**src/rtl/dsp_post_adder.sv**
```systemverilog
// 48-bit post-adder/accumulator: selects X/Z operands by OPMODE, adds or subtracts with carry-in,
// and drives P, the PCOUT cascade and the carry-out (optionally registered per stage).
module dsp_post_adder #(
  parameter int PREG        = 1,
  parameter int CARRYOUTREG = 1,
  parameter int OPMODEREG   = 1
) (
  input  logic        CLK,
  input  logic        RST,
  input  logic        CEOPMODE,
  input  logic        CEP,
  input  logic        CECARRY,
  input  logic [4:0]  OPMODE,
  input  logic        CIN,
  input  logic [35:0] M,
  input  logic [47:0] DAB,
  input  logic [47:0] C,
  input  logic [47:0] PCIN,
  output logic [47:0] P,
  output logic [47:0] PCOUT,
  output logic        CARRYOUT,
  output logic        CARRYOUTF
);

  logic [4:0]  opm_reg;
  logic [4:0]  opm;
  logic [47:0] p_reg;
  logic [47:0] p_next;
  logic        carry_reg;
  logic        carry_next;
  logic [47:0] x_mux;
  logic [47:0] z_mux;
  logic [48:0] sum;

  assign opm = (OPMODEREG != 0) ? opm_reg : OPMODE;

  always_comb begin
    x_mux = '0;
    case (opm[1:0])
      2'd0: x_mux = '0;
      2'd1: x_mux = {{12{M[35]}}, M};
      2'd2: x_mux = p_reg;
      2'd3: x_mux = DAB;
      default: x_mux = '0;
    endcase
  end

  // Feedback always comes from the register; with PREG=0 a P-feedback select is illegal anyway,
  // and sourcing p_reg keeps that case free of a combinational loop.
  always_comb begin
    z_mux = '0;
    case (opm[3:2])
      2'd0: z_mux = '0;
      2'd1: z_mux = PCIN;
      2'd2: z_mux = p_reg;
      2'd3: z_mux = C;
      default: z_mux = '0;
    endcase
  end

  always_comb begin
    if (opm[4]) begin
      sum = {1'b0, z_mux} - ({1'b0, x_mux} + {48'd0, CIN});
    end else begin
      sum = {1'b0, z_mux} + {1'b0, x_mux} + {48'd0, CIN};
    end
  end

  assign p_next     = sum[47:0];
  assign carry_next = sum[48];

  always_ff @(posedge CLK or negedge RST) begin
    if (!RST) begin
      opm_reg   <= '0;
      p_reg     <= '0;
      carry_reg <= 1'b0;
    end else begin
      if (CEOPMODE) opm_reg   <= OPMODE;
      if (CEP)      p_reg     <= p_next;
      if (CECARRY)  carry_reg <= carry_next;
    end
  end

  assign P         = (PREG != 0) ? p_reg : p_next;
  assign PCOUT     = P;
  assign CARRYOUT  = (CARRYOUTREG != 0) ? carry_reg : carry_next;
  assign CARRYOUTF = CARRYOUT;

endmodule

```
**config.mk**
```make
export PLATFORM = sky130hd
export DESIGN_NAME = dsp_post_adder
export DESIGN_NICKNAME = d
export VERILOG_FILES = /design/src/rtl/dsp_post_adder.sv
export SDC_FILE = /design/constraint.sdc
export NUM_CORES = 1
export LEC_CHECK = 0
export CORE_MARGIN = 2
export CORE_UTILIZATION = 24
export DETAILED_ROUTE_END_ITERATION = 10
export GPL_ROUTABILITY_DRIVEN = 0
export MAX_ROUTING_LAYER = met4
export SLEW_MARGIN = 20
export SYNTH_ARGS = -nofsm -noshare
export SYNTH_HDL_FRONTEND = slang
export SYNTH_SLANG_ARGS = --single-unit
```
**constraint.sdc**
```tcl
create_clock -name CLK -period 5.6 [get_ports CLK]
set_input_delay 0.56 -clock CLK [delete_from_list [all_inputs] [get_ports CLK]]
set_output_delay 0.56 -clock CLK [all_outputs]
set_load 0.05 [all_outputs]
```
==> results.toml, run 1 <==
[route]
num_vias = 11100
drt_iter0_drc = 719
ant_nets = 0
routed_wl_um = 40300
wl_per_cell_um = 18.3
drcViolationCount = 0
dr.pass1.iters = 5
vias_per_cell = 5.04

[synth]
ys_seq_area_share_pct = 12.5
syn_inst = 1426
yosys.area.top_type_share_pct = 16.0
synth.most_common_cell = "a21oi_1"
yosysWarnings = 0
synth_area_leaders = "ha_1 16%, dfrtp_1 12%, mux2_2 9.8%"
synth-edff-count = 0
syn_nets = 1760
synth_area_um2 = 10900
synth_top_cell_by_area = "ha_1"
synth_cell_types = 72
ys_ff_latch = 54
synthFlopType = "dfrtp_1"
syn_area_per_cell_um2 = 7.61
synthArstFlopShare_pct = 100
synth_commonest_cells = "144 x a21oi_1, 139 x ha_1, 129 x inv_1"

[clocking]
post_cts_buffers = 0
numCtsBuffers = 5
cts.sinks = 54
insertion_delay_ps = 330
path_clk_slew_ps = 80
clk_path_buf_depth = 2
cts_resized = 0
ctsHoldBuffers = 0
cts_tree = "yes"
cts_root_buffer = "clkbuf_16"
h-tree-depth = 2

[timing]
drv_slew = 0
fmax_mhz = 197
period_minus_slack_ps = 5070
final-setup-viol-count = 0
rsz0062_at_grt = "false"
worst_pin_slew_ps = 883
relSlewSlack_pct = 40.6
final_hold_viol_count = 0
setup_tns_ps = 0
skew_ps = 11.9
whs_ps = 422
min_period_over_period_pct = 90.6

[critical_path]
endpoint_kind = "flop"
worstSetupStartpoint = "opm[3]"
r2r_start = "opm[3]"
critPathSlowestCell = "dfrtp_2"
critPathMaxFanout = 24
worstSetupPathType = "reg2reg"
worstPathRequired_ps = 5800
arrival_ps = 5270
cp-start-kind = "flop"
crit_top_cell = "a21oi_1"
crit_chain = "buf_4 > mux2_2 > a22oi_1 > ha_1 > inv_1 > ha_1 > a21o_1 > a21o_1 > a21oi_1 > a21oi_1 > a211oi_1 > o21ai_2 > a21oi_1 > o21ai_1 > xor2_1 > a21oi_1 > o41ai_1"
slowest_delay_ps = 750

[place]
placed_cell_area_um2 = 13900
dpl.hpwl_um = 32100
portBuffers = 288

[layout]
largest_register_ffs = 48
stdcell_area_um2 = 14100
num-nets-final = 1942
area_growth_pct = 29.7
fin_util_pct = 31.7
drive_gt1_share_pct = 9.33

[grt]
grt_overflow = 0
grt_start_max_net_pins = 55
grt_first_pass_wirelength_um = 61700
grt_pass1_vias = 11100
antenna_found_initial = 2
grt_usage_pct = 17.1

[floorplanning]
std_cell_rows = 77
dieWidth_um = 217
io_pins = 289
dieArea_um2 = 46900
fp.coreArea_um2 = 44400
start_util_pct = 24.4
die_height_um = 217

[pwr]
p_switching_mw = 4.64
clkPwrFrac_pct = 4.4
p_int_mw = 3.38
comb_power_share_pct = 84.5
p_seq_share_pct = 11.0
p_leak_nw = 6.14
p_per_area_nw_per_um2 = 569
switching_share_pct = 57.9
peakVddDrop_mv = 0.279

[run]
drv_cap = 0

[worst_hold_path]
min_path_type = "in2async"

[status]
status = "completed"
==> kinds of logic after synthesis <==
| kind of cell | synth area share (%) |
|---|---|
| compound gates | 29.5 |
| buf+inv | 10.7 |
| flops | 12.5 |
| simple gates | 13.5 |
| xor+xnor | 6.46 |
| mux | 10.6 |
| fa+ha+maj | 16.8 |
==> through the flow <==
step	std cells	setup WS, ps	total power [mW]
floorplan	1426	1030	5.92
global placement	2193	632	7.57
finish	2202	526	8.02
detailed placement	2193	563	7.61
CTS	2200	530	8.02
global route	2202	152	8.64
==> final timing paths <==
path / cells past startpoint / to / slack [ps]
setup / recovery: 17 / P[47] / 530
hold / removal: 2 / P[37] / 420
setup reg to reg: 17 / P[47] / 530
hold reg to reg: 1 / P[38] / 590
max in group asynchronous: 2 / opm[1] / 4590
min in group CLK: 1 / P[38] / 590
==> final cells by class <==
type,count,area [um2]
timing repair buffer,304,3000
clock buffer,7,143
fill,4724,30300
multi-input combinational,1114,8350
tap,592,741
antenna,2,5.00
inverter,129,484
sequential,54,1360
==> layout by cell type (no fill, tap or decap), types with 6 or more instances in the layout <==
master and instances:
nor3_1 17, o31ai_1 6, clkdlybuf4s50_1 286, nand2b_1 13
nor2_1 93, nand4_1 19, a21oi_1 144, a31o_2 6
ha_1 139, a22oi_1 12, a211oi_1 12, xnor2_1 51
xor2_1 29, o21bai_1 24, and3_1 7, inv_1 129
nand3_1 17, dfrtp_1 49, o21ai_0 71, buf_4 17
a31oi_1 17, nand2_1 103, a22o_1 71, mux2_2 94
mux2i_1 7, a21o_1 54, nor2b_1 14
==> power by group through the flow <==
stage | combinational [mW] | sequential (mW) | clock, mW
2_1_floorplan | 4.55 | 1.37 | 0
3_3_place_gp | 6.67 | 0.899 | 0
3_5_place_dp | 6.70 | 0.907 | 0
4_1_cts | 6.75 | 0.901 | 0.368
5_1_grt | 7.33 | 0.929 | 0.380
6_report | 6.78 | 0.884 | 0.355
==> metal layers <==
layer,track usage [%],part of all wire (%),vias to the layer above
met5,-,0,-
met4,4.18,2.0,0
met3,2.32,4.8,60
met2,29.5,50,351
met1,21.1,44,5286
li1,-,-,5402
==> worst max-delay path: cells and delay by family, from the launching register on <==
kind | cells | cell delay (ps)
XOR/XNOR | 1 | 150
buffers and inverters | 2 | 650
multiplexers | 1 | 440
flip-flops | 1 | 750
AO/OA/AOI/OAI | 11 | 2180
adder cells (fa/ha/maj) | 2 | 710
No activity file was read; power rests on OpenSTA's default activity.
==> inputs of run 2 (changes only) <==
- SETUP_SLACK_MARGIN: default -> 0.5
- TNS_END_PERCENT: default -> 1
==> results.toml, run 2 (same netlist as run 1, synthesis figures left out) <==
[floorplanning]
fp.coreArea_um2 = 44400
dieWidth_um = 217
die_height_um = 217
std_cell_rows = 77
start_util_pct = 24.4
dieArea_um2 = 46900
io_pins = 289

[pwr]
p_int_mw = 3.38
p_switching_mw = 4.65
switching_share_pct = 57.9
p_per_area_nw_per_um2 = 569
peakVddDrop_mv = 0.279
clkPwrFrac_pct = 4.4
totalPowerFinal_mw = 8.03
p_seq_share_pct = 11.0
p_leak_nw = 6.15
comb_power_share_pct = 84.6

[timing]
final-setup-viol-count = 0
skew_ps = 12.0
min_period_over_period_pct = 86.7
layout_setup_ws_ps = 743
final_hold_viol_count = 0
drv_slew = 0
period_minus_slack_ps = 4860
setup_tns_ps = 0
relSlewSlack_pct = 41.3
worst_pin_slew_ps = 874
fmax_mhz = 206
rsz0062_at_grt = "true"
whs_ps = 423

[clocking]
cts_tree = "yes"
cts.sinks = 54
insertion_delay_ps = 330
ctsHoldBuffers = 0
h-tree-depth = 2
numCtsBuffers = 5
clk_path_buf_depth = 2
cts_root_buffer = "clkbuf_16"
path_clk_slew_ps = 80

[critical_path]
worstPathRequired_ps = 5850
worstSetupPathType = "reg2reg"
critPathMaxFanout = 21
endpoint_kind = "flop"
cp-start-kind = "flop"
arrival_ps = 5110

[layout]
fin_util_pct = 31.8
layout_commonest_cell = "clkdlybuf4s50_1"
drive_gt1_share_pct = 9.44
final_cell_mix = "286 x clkdlybuf4s50_1, 144 x a21oi_1, 139 x ha_1"
area_growth_pct = 30.0
stdcell_area_um2 = 14100
largest_register_ffs = 48
num-nets-final = 1944
final_cells = 2204

[route]
drcViolationCount = 0
routed_wl_um = 40600
ant_nets = 0
dr.pass1.iters = 6
wl_per_cell_um = 18.4
vias_per_cell = 5.04
drt_iter0_drc = 750
num_vias = 11100

[grt]
grt_pass1_vias = 11100
grt_first_pass_wirelength_um = 61700
grt_start_max_net_pins = 55
antenna_found_initial = 2
grt_usage_pct = 17.1
grt_overflow = 0

[place]
pre_cts_slack_ps = 563
portBuffers = 288
placed_cell_area_um2 = 13900
dpl.hpwl_um = 32100
dp.cells = 2193

[run]
drv_cap = 0

[worst_hold_path]
min_path_type = "in2async"

[status]
status = "completed"
==> run 2: changes by cell type in the layout (fill, tap and decap cells not counted), sizes merged <==
cell / delta
buf: +2
==> run 2: power by group through the flow <==
stage | clock [mW] | combinational, mW | sequential [mW]
final | 0.355 | 6.79 | 0.884
after global routing | 0.380 | 7.34 | 0.928
after CTS | 0.368 | 6.75 | 0.901
after detailed placement | 0 | 6.70 | 0.907
after global placement | 0 | 6.67 | 0.899
after floorplan | 0 | 4.55 | 1.37
==> run 2: final timing paths <==
path	start	cells after the start	slack (ps)	endpoint
worst max-delay path	opm[1]	15	740	P[45]
worst min-delay path	RST	2	420	P[37]
worst max register to register	opm[1]	15	740	P[45]
worst min register to register	P[38]	1	590	P[38]
max in group asynchronous	RST	2	4550	opm[3]
min in group CLK	P[38]	1	590	P[38]
==> run 2: worst max-delay path, cell delays in order (launching register included) <==
cell	delay (ps)
dfrtp_2	690
nor2b_4	150
buf_4	250
a22o_1	290
ha_1	360
o21ai_0	210
nor2_1	120
o21ai_0	180
and2_1	230
o31ai_1	550
a41oi_1	330
o21ai_0	470
a21o_1	280
a41oi_1	250
nor4b_1	280
nand4b_1	150
==> run 2: area by class of cell <==
type / count / area (um2)
clock buffers: 7 / 143
multi-input cells: 1114 / 8350
diodes: 2 / 5.00
fillers: 4722 / 30300
flip-flops and latches: 54 / 1360
well taps: 592 / 741
inverters: 129 / 484
repair buffers: 306 / 3020
==> run 2: per-layer routing <==
metal / vias up / GRT usage, % / routed length [um]
li1: 5406 / - / -
met4: 0 / 4.18 / 856
met1: 5279 / 21.1 / 17800
met2: 350 / 29.5 / 20000
met5: - / - / 0
met3: 64 / 2.32 / 2000
==> run 2: what timing repair did <==
item / CTS / global route
buffers inserted: 0 / 2
endpoints found under the setup margin: 0 / 11
gates resized for setup: 0 / 3
